`src/rtl/load_store_unit_pkg.sv`:
```
// load_store_unit_pkg
// Shared definitions for the load/store unit: access-size encodings, the
// controller state enumeration and a helper that turns an access size into
// a byte-lane mask over the low end of a 64-bit word.

package load_store_unit_pkg;

    localparam logic [1:0] SZ_BYTE  = 2'b00;
    localparam logic [1:0] SZ_HALF  = 2'b01;
    localparam logic [1:0] SZ_WORD  = 2'b10;
    localparam logic [1:0] SZ_DWORD = 2'b11;

    typedef enum logic [2:0] {
        IDLE,
        LOAD,
        RMW_READ,
        WRITE,
        RESP
    } lsu_state_t;

    // Ones over the low 1/2/4/8 bytes selected by the access size.
    function automatic logic [63:0] size_mask(input logic [1:0] size);
        case (size)
            SZ_BYTE: return 64'h0000_0000_0000_00FF;
            SZ_HALF: return 64'h0000_0000_0000_FFFF;
            SZ_WORD: return 64'h0000_0000_FFFF_FFFF;
            default: return 64'hFFFF_FFFF_FFFF_FFFF;
        endcase
    endfunction

endpackage

```
`src/rtl/load_store_unit_align.sv`:
```
// lsu_align
// Purely combinational data alignment for the load/store unit.
//   size         : access width (SZ_BYTE..SZ_DWORD)
//   is_signed    : sign-extend the load result
//   mem_word     : 64-bit word read from memory at the access address
//   store_data   : low-aligned store data
//   load_value   : low bytes of mem_word, zero- or sign-extended to 64 bits
//   merged_value : mem_word with its low bytes replaced by store_data

module lsu_align
    import load_store_unit_pkg::*;
(
    input  logic [1:0]  size,
    input  logic        is_signed,
    input  logic [63:0] mem_word,
    input  logic [63:0] store_data,
    output logic [63:0] load_value,
    output logic [63:0] merged_value
);

    logic [63:0] mask;
    logic        sign_bit;

    always_comb begin
        mask = size_mask(size);
        case (size)
            SZ_BYTE: sign_bit = mem_word[7];
            SZ_HALF: sign_bit = mem_word[15];
            SZ_WORD: sign_bit = mem_word[31];
            default: sign_bit = mem_word[63];
        endcase
        // For a doubleword ~mask is zero, so extension is a no-op there.
        load_value   = (mem_word & mask) | ((is_signed && sign_bit) ? ~mask : 64'd0);
        merged_value = (mem_word & ~mask) | (store_data & mask);
    end

endmodule

```
`src/rtl/load_store_unit.sv`:
```
// load_store_unit
// Single-outstanding load/store controller between the pipeline and a
// 64-bit little-endian byte-addressed data memory (combinational read,
// write on the rising edge). Sub-word stores use read-modify-write.
//
// Ports:
//   clk, reset                     : clock, synchronous active-high reset
//   req_valid/req_ready            : request handshake
//   req_write, req_size, req_signed: store/load, width, load sign extension
//   req_addr, req_wdata            : byte address, low-aligned store data
//   resp_valid/resp_ready          : response handshake
//   resp_rdata, resp_err           : load data (0 for stores), error flag
//   mem_address, mem_data_in       : memory address and write data
//   mem_read, mem_write            : memory strobes
//   mem_data_out                   : memory read data
//
// Configuration:
//   LSU_BOUNDS_CHECK_EN : when defined, requests whose 8-byte window would
//   reach past MEM_BYTES are answered with resp_err=1 without touching
//   memory. When undefined, resp_err is constant 0 and addresses are not
//   checked.

module load_store_unit
    import load_store_unit_pkg::*;
#(
    parameter int MEM_BYTES = 128
) (
    input  logic        clk,
    input  logic        reset,
    input  logic        req_valid,
    output logic        req_ready,
    input  logic        req_write,
    input  logic [1:0]  req_size,
    input  logic        req_signed,
    input  logic [63:0] req_addr,
    input  logic [63:0] req_wdata,
    output logic        resp_valid,
    input  logic        resp_ready,
    output logic [63:0] resp_rdata,
    output logic        resp_err,
    output logic [63:0] mem_address,
    output logic [63:0] mem_data_in,
    output logic        mem_read,
    output logic        mem_write,
    input  logic [63:0] mem_data_out
);

    lsu_state_t  state;
    lsu_state_t  state_next;

    logic [63:0] addr_q;
    logic [1:0]  size_q;
    logic        signed_q;
    logic [63:0] data_q;
    logic [63:0] rdata_q;

    logic        accept;
    logic        out_of_bounds;
    logic [63:0] load_value;
    logic [63:0] merged_value;

    assign accept = (state == IDLE) && req_valid;

`ifdef LSU_BOUNDS_CHECK_EN
    logic err_q;

    // Widened by one bit so a huge address cannot wrap past the limit.
    assign out_of_bounds = ({1'b0, req_addr} + 65'd7) >= 65'(MEM_BYTES);

    always_ff @(posedge clk) begin
        if (reset) begin
            err_q <= 1'b0;
        end else if (accept) begin
            err_q <= out_of_bounds;
        end
    end

    assign resp_err = err_q;
`else
    assign out_of_bounds = 1'b0;
    assign resp_err      = 1'b0;
`endif

    lsu_align u_align (
        .size         (size_q),
        .is_signed    (signed_q),
        .mem_word     (mem_data_out),
        .store_data   (data_q),
        .load_value   (load_value),
        .merged_value (merged_value)
    );

    always_ff @(posedge clk) begin
        if (reset) begin
            state <= IDLE;
        end else begin
            state <= state_next;
        end
    end

    always_comb begin
        state_next = state;
        case (state)
            IDLE: begin
                if (req_valid) begin
                    if (out_of_bounds) begin
                        state_next = RESP;
                    end else if (!req_write) begin
                        state_next = LOAD;
                    end else if (req_size == SZ_DWORD) begin
                        state_next = WRITE;
                    end else begin
                        state_next = RMW_READ;
                    end
                end
            end
            LOAD:     state_next = RESP;
            RMW_READ: state_next = WRITE;
            WRITE:    state_next = RESP;
            RESP: begin
                if (resp_ready) begin
                    state_next = IDLE;
                end
            end
            default:  state_next = IDLE;
        endcase
    end

    // data_q first holds the raw store data, then the merged word after
    // RMW_READ, so WRITE always drives mem_data_in from the same register.
    // rdata_q is cleared on acceptance so stores and errors answer with 0.
    always_ff @(posedge clk) begin
        if (reset) begin
            addr_q   <= 64'd0;
            size_q   <= SZ_BYTE;
            signed_q <= 1'b0;
            data_q   <= 64'd0;
            rdata_q  <= 64'd0;
        end else begin
            if (accept) begin
                addr_q   <= req_addr;
                size_q   <= req_size;
                signed_q <= req_signed;
                data_q   <= req_wdata;
                rdata_q  <= 64'd0;
            end
            if (state == LOAD) begin
                rdata_q <= load_value;
            end
            if (state == RMW_READ) begin
                data_q <= merged_value;
            end
        end
    end

    always_comb begin
        req_ready   = 1'b0;
        resp_valid  = 1'b0;
        mem_read    = 1'b0;
        mem_write   = 1'b0;
        mem_address = 64'd0;
        case (state)
            IDLE: begin
                req_ready = 1'b1;
            end
            LOAD, RMW_READ: begin
                mem_read    = 1'b1;
                mem_address = addr_q;
            end
            WRITE: begin
                mem_write   = 1'b1;
                mem_address = addr_q;
            end
            RESP: begin
                resp_valid  = 1'b1;
                mem_address = addr_q;
            end
            default: begin
                req_ready = 1'b0;
            end
        endcase
    end

    assign mem_data_in = data_q;
    assign resp_rdata  = rdata_q;

endmodule

```
`config.mk`:
```
export PLATFORM = sky130hd
export DESIGN_NAME = load_store_unit
export DESIGN_NICKNAME = d
export VERILOG_FILES = /design/src/rtl/load_store_unit_pkg.sv /design/src/rtl/load_store_unit_align.sv /design/src/rtl/load_store_unit.sv
export SDC_FILE = /design/constraint.sdc
export NUM_CORES = 1
export LEC_CHECK = 0
export ABC_AREA = 1
export ABC_CLOCK_PERIOD_IN_PS = 1910
export BUFFER_PORTS_ARGS = -buffer_cell sky130_fd_sc_hd__buf_2
export CAP_MARGIN = 20
export CORE_AREA = 3 3 154 156
export CTS_CLUSTER_SIZE = 25
export DETAILED_ROUTE_END_ITERATION = 8
export DIE_AREA = 0 0 157 159
export HOLD_SLACK_MARGIN = 0.12
export PLACE_DENSITY = 0.76
export SETUP_SLACK_MARGIN = 0.05
export SLEW_MARGIN = 20
export SYNTH_ARGS = -nofsm -noshare
export SYNTH_HDL_FRONTEND = slang
export SYNTH_SLANG_ARGS = --single-unit
```
`constraint.sdc`:
```
create_clock -name clk -period 1.91 [get_ports clk]
set_clock_uncertainty 0.2 [all_clocks]
set_input_delay 0.0955 -clock clk [delete_from_list [all_inputs] [get_ports clk]]
set_output_delay 0.0955 -clock clk [all_outputs]
set_load 0.01 [all_outputs]
```
==> impl_metrics.yaml <==
run_status:
  status: "complete, but fails checks"
  violations: "negative setup slack"
place:
  place.gp.congestion: 0.892
  dpl.hpwl_mm: 20.4
  portBuffers: 395
  placed_cell_area_um2: 10600
  pre_cts_ws_ns: -0.0486
  placedCellCount: 1843
power_and_ir_drop:
  switching_share_pct: 35.6
  power.switching_w: 0.00484
  vdd_drop_max_v: 0.000619
  p_total_w: 0.0136
  seqPwrFrac_pct: 35.6
  p_leak_nw: 6.99
  internal_power_w: 0.00875
  p_clk_share_pct: 26.8
  pwr_density_cell_nw_per_um2: 909
  comb_power_share_pct: 37.6
critical_path:
  start_kind: "flip-flop"
  critPathLaunch: "state[0]"
  cp-end-kind: "output pin"
  crit_required_ns: 1.61
  endpoint: "mem_address[54]"
  r2r-start: "state[1]"
  r2r_cells: 6
  r2r_slack_ns: -0.06
  crit_arrival_ns: 1.82
  reg2reg_to: "state[0]"
  crit_type: "flip-flop to output pin"
  cp_max_fo: 11
grt:
  grt_pass1_wl_mm: 56.4
  antenna_found_initial: 4
  grt_pass1_vias: 10800
  track_usage_pct: 28.0
  grt_overflow_total: 0
  grt_max_degree: 87
final_layout:
  stdcell_area_um2: 15000
  multi_input_area_um2: 4160
  drive_gt1_share_pct: 33.8
  fillers: 1649
  nNetsFinal: 2035
  seqCellArea_um2: 3970
  area_growth_syn_to_layout_pct: 79.7
  instances_no_fill: 2135
synthesis:
  synthTopCellsByArea: "dfxtp_1 48%, nand2_1 12%, nor2_1 11%"
  netlist_area_um2: 8320
  synth-warning-count: 0
  synth_seq_cells: 198
  synth_top_area_cell: "dfxtp_1"
  synth-seq-area-share_pct: 47.6
  synthDistinctLibCells: 22
  synth.top_cell.area_share_pct: 47.6
  avgSynthCellArea_um2: 6.82
  postSynthCellCount: 1220
  syn_nets: 1420
clocking:
  cts_root_buf: "clkbuf_16"
  cts.clk_slew.worst_paths_ns: 0.08
  clk_path_buf_depth: 2
  cts_tree: "done"
  numClockSinks: 198
  htree_levels: 4
  clk_latency_ns: 0.43
  cts_buffers: 17
hold_path:
  hold_path_class: "input pin to flip-flop"
route:
  detail-route-antenna-nets: 0
  drt_iter0_drc: 1036
  drtPass1Iterations: 5
  vias: 11400
  drcViolationCount: 0
  viasPerCell: 5.35
  wirelength_mm: 41.4
  wl_per_cell_um: 19.4
timing:
  setup_ws_ns: -0.205
  fin_crit_ns: 2.11
  hold_viol_final: 0
  post-route-period-util_pct: 111
  setup_viol: 66
  whs_ns: 0.234
  fmax_mhz: 473
  rsz0062_at_grt: "yes"
  maxSlewViolCount: 0
die:
  core_um2: 22500
  die_h_um: 159
  die_w_um: 157
  num_rows: 55
  die-area_um2: 25000
  start_util_pct: 37.0
  ios: 397
flow_run:
  drv_cap: 0
-- critical path: stages (launching register included) --
cell and delay, ns:
dfxtp_2 0.35, buf_6 0.13, nor2_4 0.08, nand2_2 0.08
nand3_4 0.09, inv_4 0.05, buf_4 0.16, buf_12 0.15
nor2_1 0.13, buf_2 0.15
-- kinds of logic (layout without fill, tap and decap cells) --
family	after synthesis	after routing	synth area share [%]
AND/OR/NAND/NOR	563	563	26.5
AO/OA/AOI/OAI	280	280	17.1
other	1	4	0.0451
buffers and inverters	178	805	8.81
flip-flops	198	198	47.6
-- layout make-up --
class / count / share of cell area [%]
diodes: 3 / 0.0502
clock buffers: 19 / 2.96
clock inverters: 12 / 0.904
inverters: 94 / 2.43
multi-input cells: 844 / 27.8
flip-flops and latches: 198 / 26.5
well taps: 285 / 2.38
repair buffers: 680 / 36.9
-- what timing repair did --
action                                  in CTS  in global routing
gates cloned                                 7                 18
endpoints found under the setup margin     157                215
setup buffers                               19                 15
pin swaps                                    7                 21
hold buffers                               200                  0
hold endpoints to repair                   198                  0
resized for setup                           55                181
-- metal layers --
metal	wire length, µm	track usage [%]
met1	15000	32.7
met2	20200	46.3
met3	3560	6.44
met4	2700	16.8
met5	0	0
-- cells in the mapped netlist --
library cell  count
nand2_1         264
nor2_1          252
dfxtp_1         198
a21oi_1         175
o21ai_0         101
inv_1            92
clkbuf_1         43
nand3_1          37
buf_2            34
buf_4             4
a22oi_1           3
nor2_4            3
buf_1             2
inv_2             2
nor2_2            2
nor3_1            2
buf_6             1
conb_1            1
nand2_2           1
nand2_4           1
o21ai_4           1
or2_2             1
-- worst min path at each step --
stage | startpoint | end | cells after the start
final | req_wdata[7] | mem_data_in[7] | 4
after floorplan | req_wdata[0] | mem_data_in[0] | 2
after global placement | req_wdata[4] | mem_data_in[4] | 3
after detailed placement | req_wdata[7] | mem_data_in[7] | 3
after CTS | req_wdata[4] | mem_data_in[4] | 4
after global routing | req_wdata[1] | mem_data_in[1] | 4
-- cells in the final DEF (no fill, tap or decap), drive strengths merged --
| master | n |
|---|---|
| buf | 467 |
| nand2 | 266 |
| nor2 | 257 |
| dlygate4sd3 | 200 |
| dfxtp | 198 |
| a21oi | 175 |
| o21ai | 102 |
| inv | 98 |
| nand3 | 37 |
| clkbuf | 32 |
| clkinv | 6 |
| diode | 3 |
| a22oi | 3 |
| nor3 | 2 |
| or2 | 1 |
| conb | 1 |
| bufinv | 1 |
| clkinvlp | 1 |
-- power by group through the flow --
stage               Clock [W]  Sequential, W  Combinational, W
floorplan                   0        0.00502           0.00170
global placement            0        0.00489           0.00298
detailed placement          0        0.00490           0.00304
CTS                   0.00366        0.00481           0.00390
global route          0.00386        0.00488           0.00544
finish                0.00364        0.00484           0.00511
-- per-stage QoR --
| step | utilization (%) | TNS [ns] |
|---|---|---|
| floorplan | - | 0 |
| global placement | 47.2 | 0 |
| detailed placement | 47.2 | -0.725 |
| CTS | 60.9 | -6.79 |
| global route | 66.5 | -13.00 |
| finish | 66.5 | -7.83 |
No activity file was read; power rests on OpenSTA's default activity.
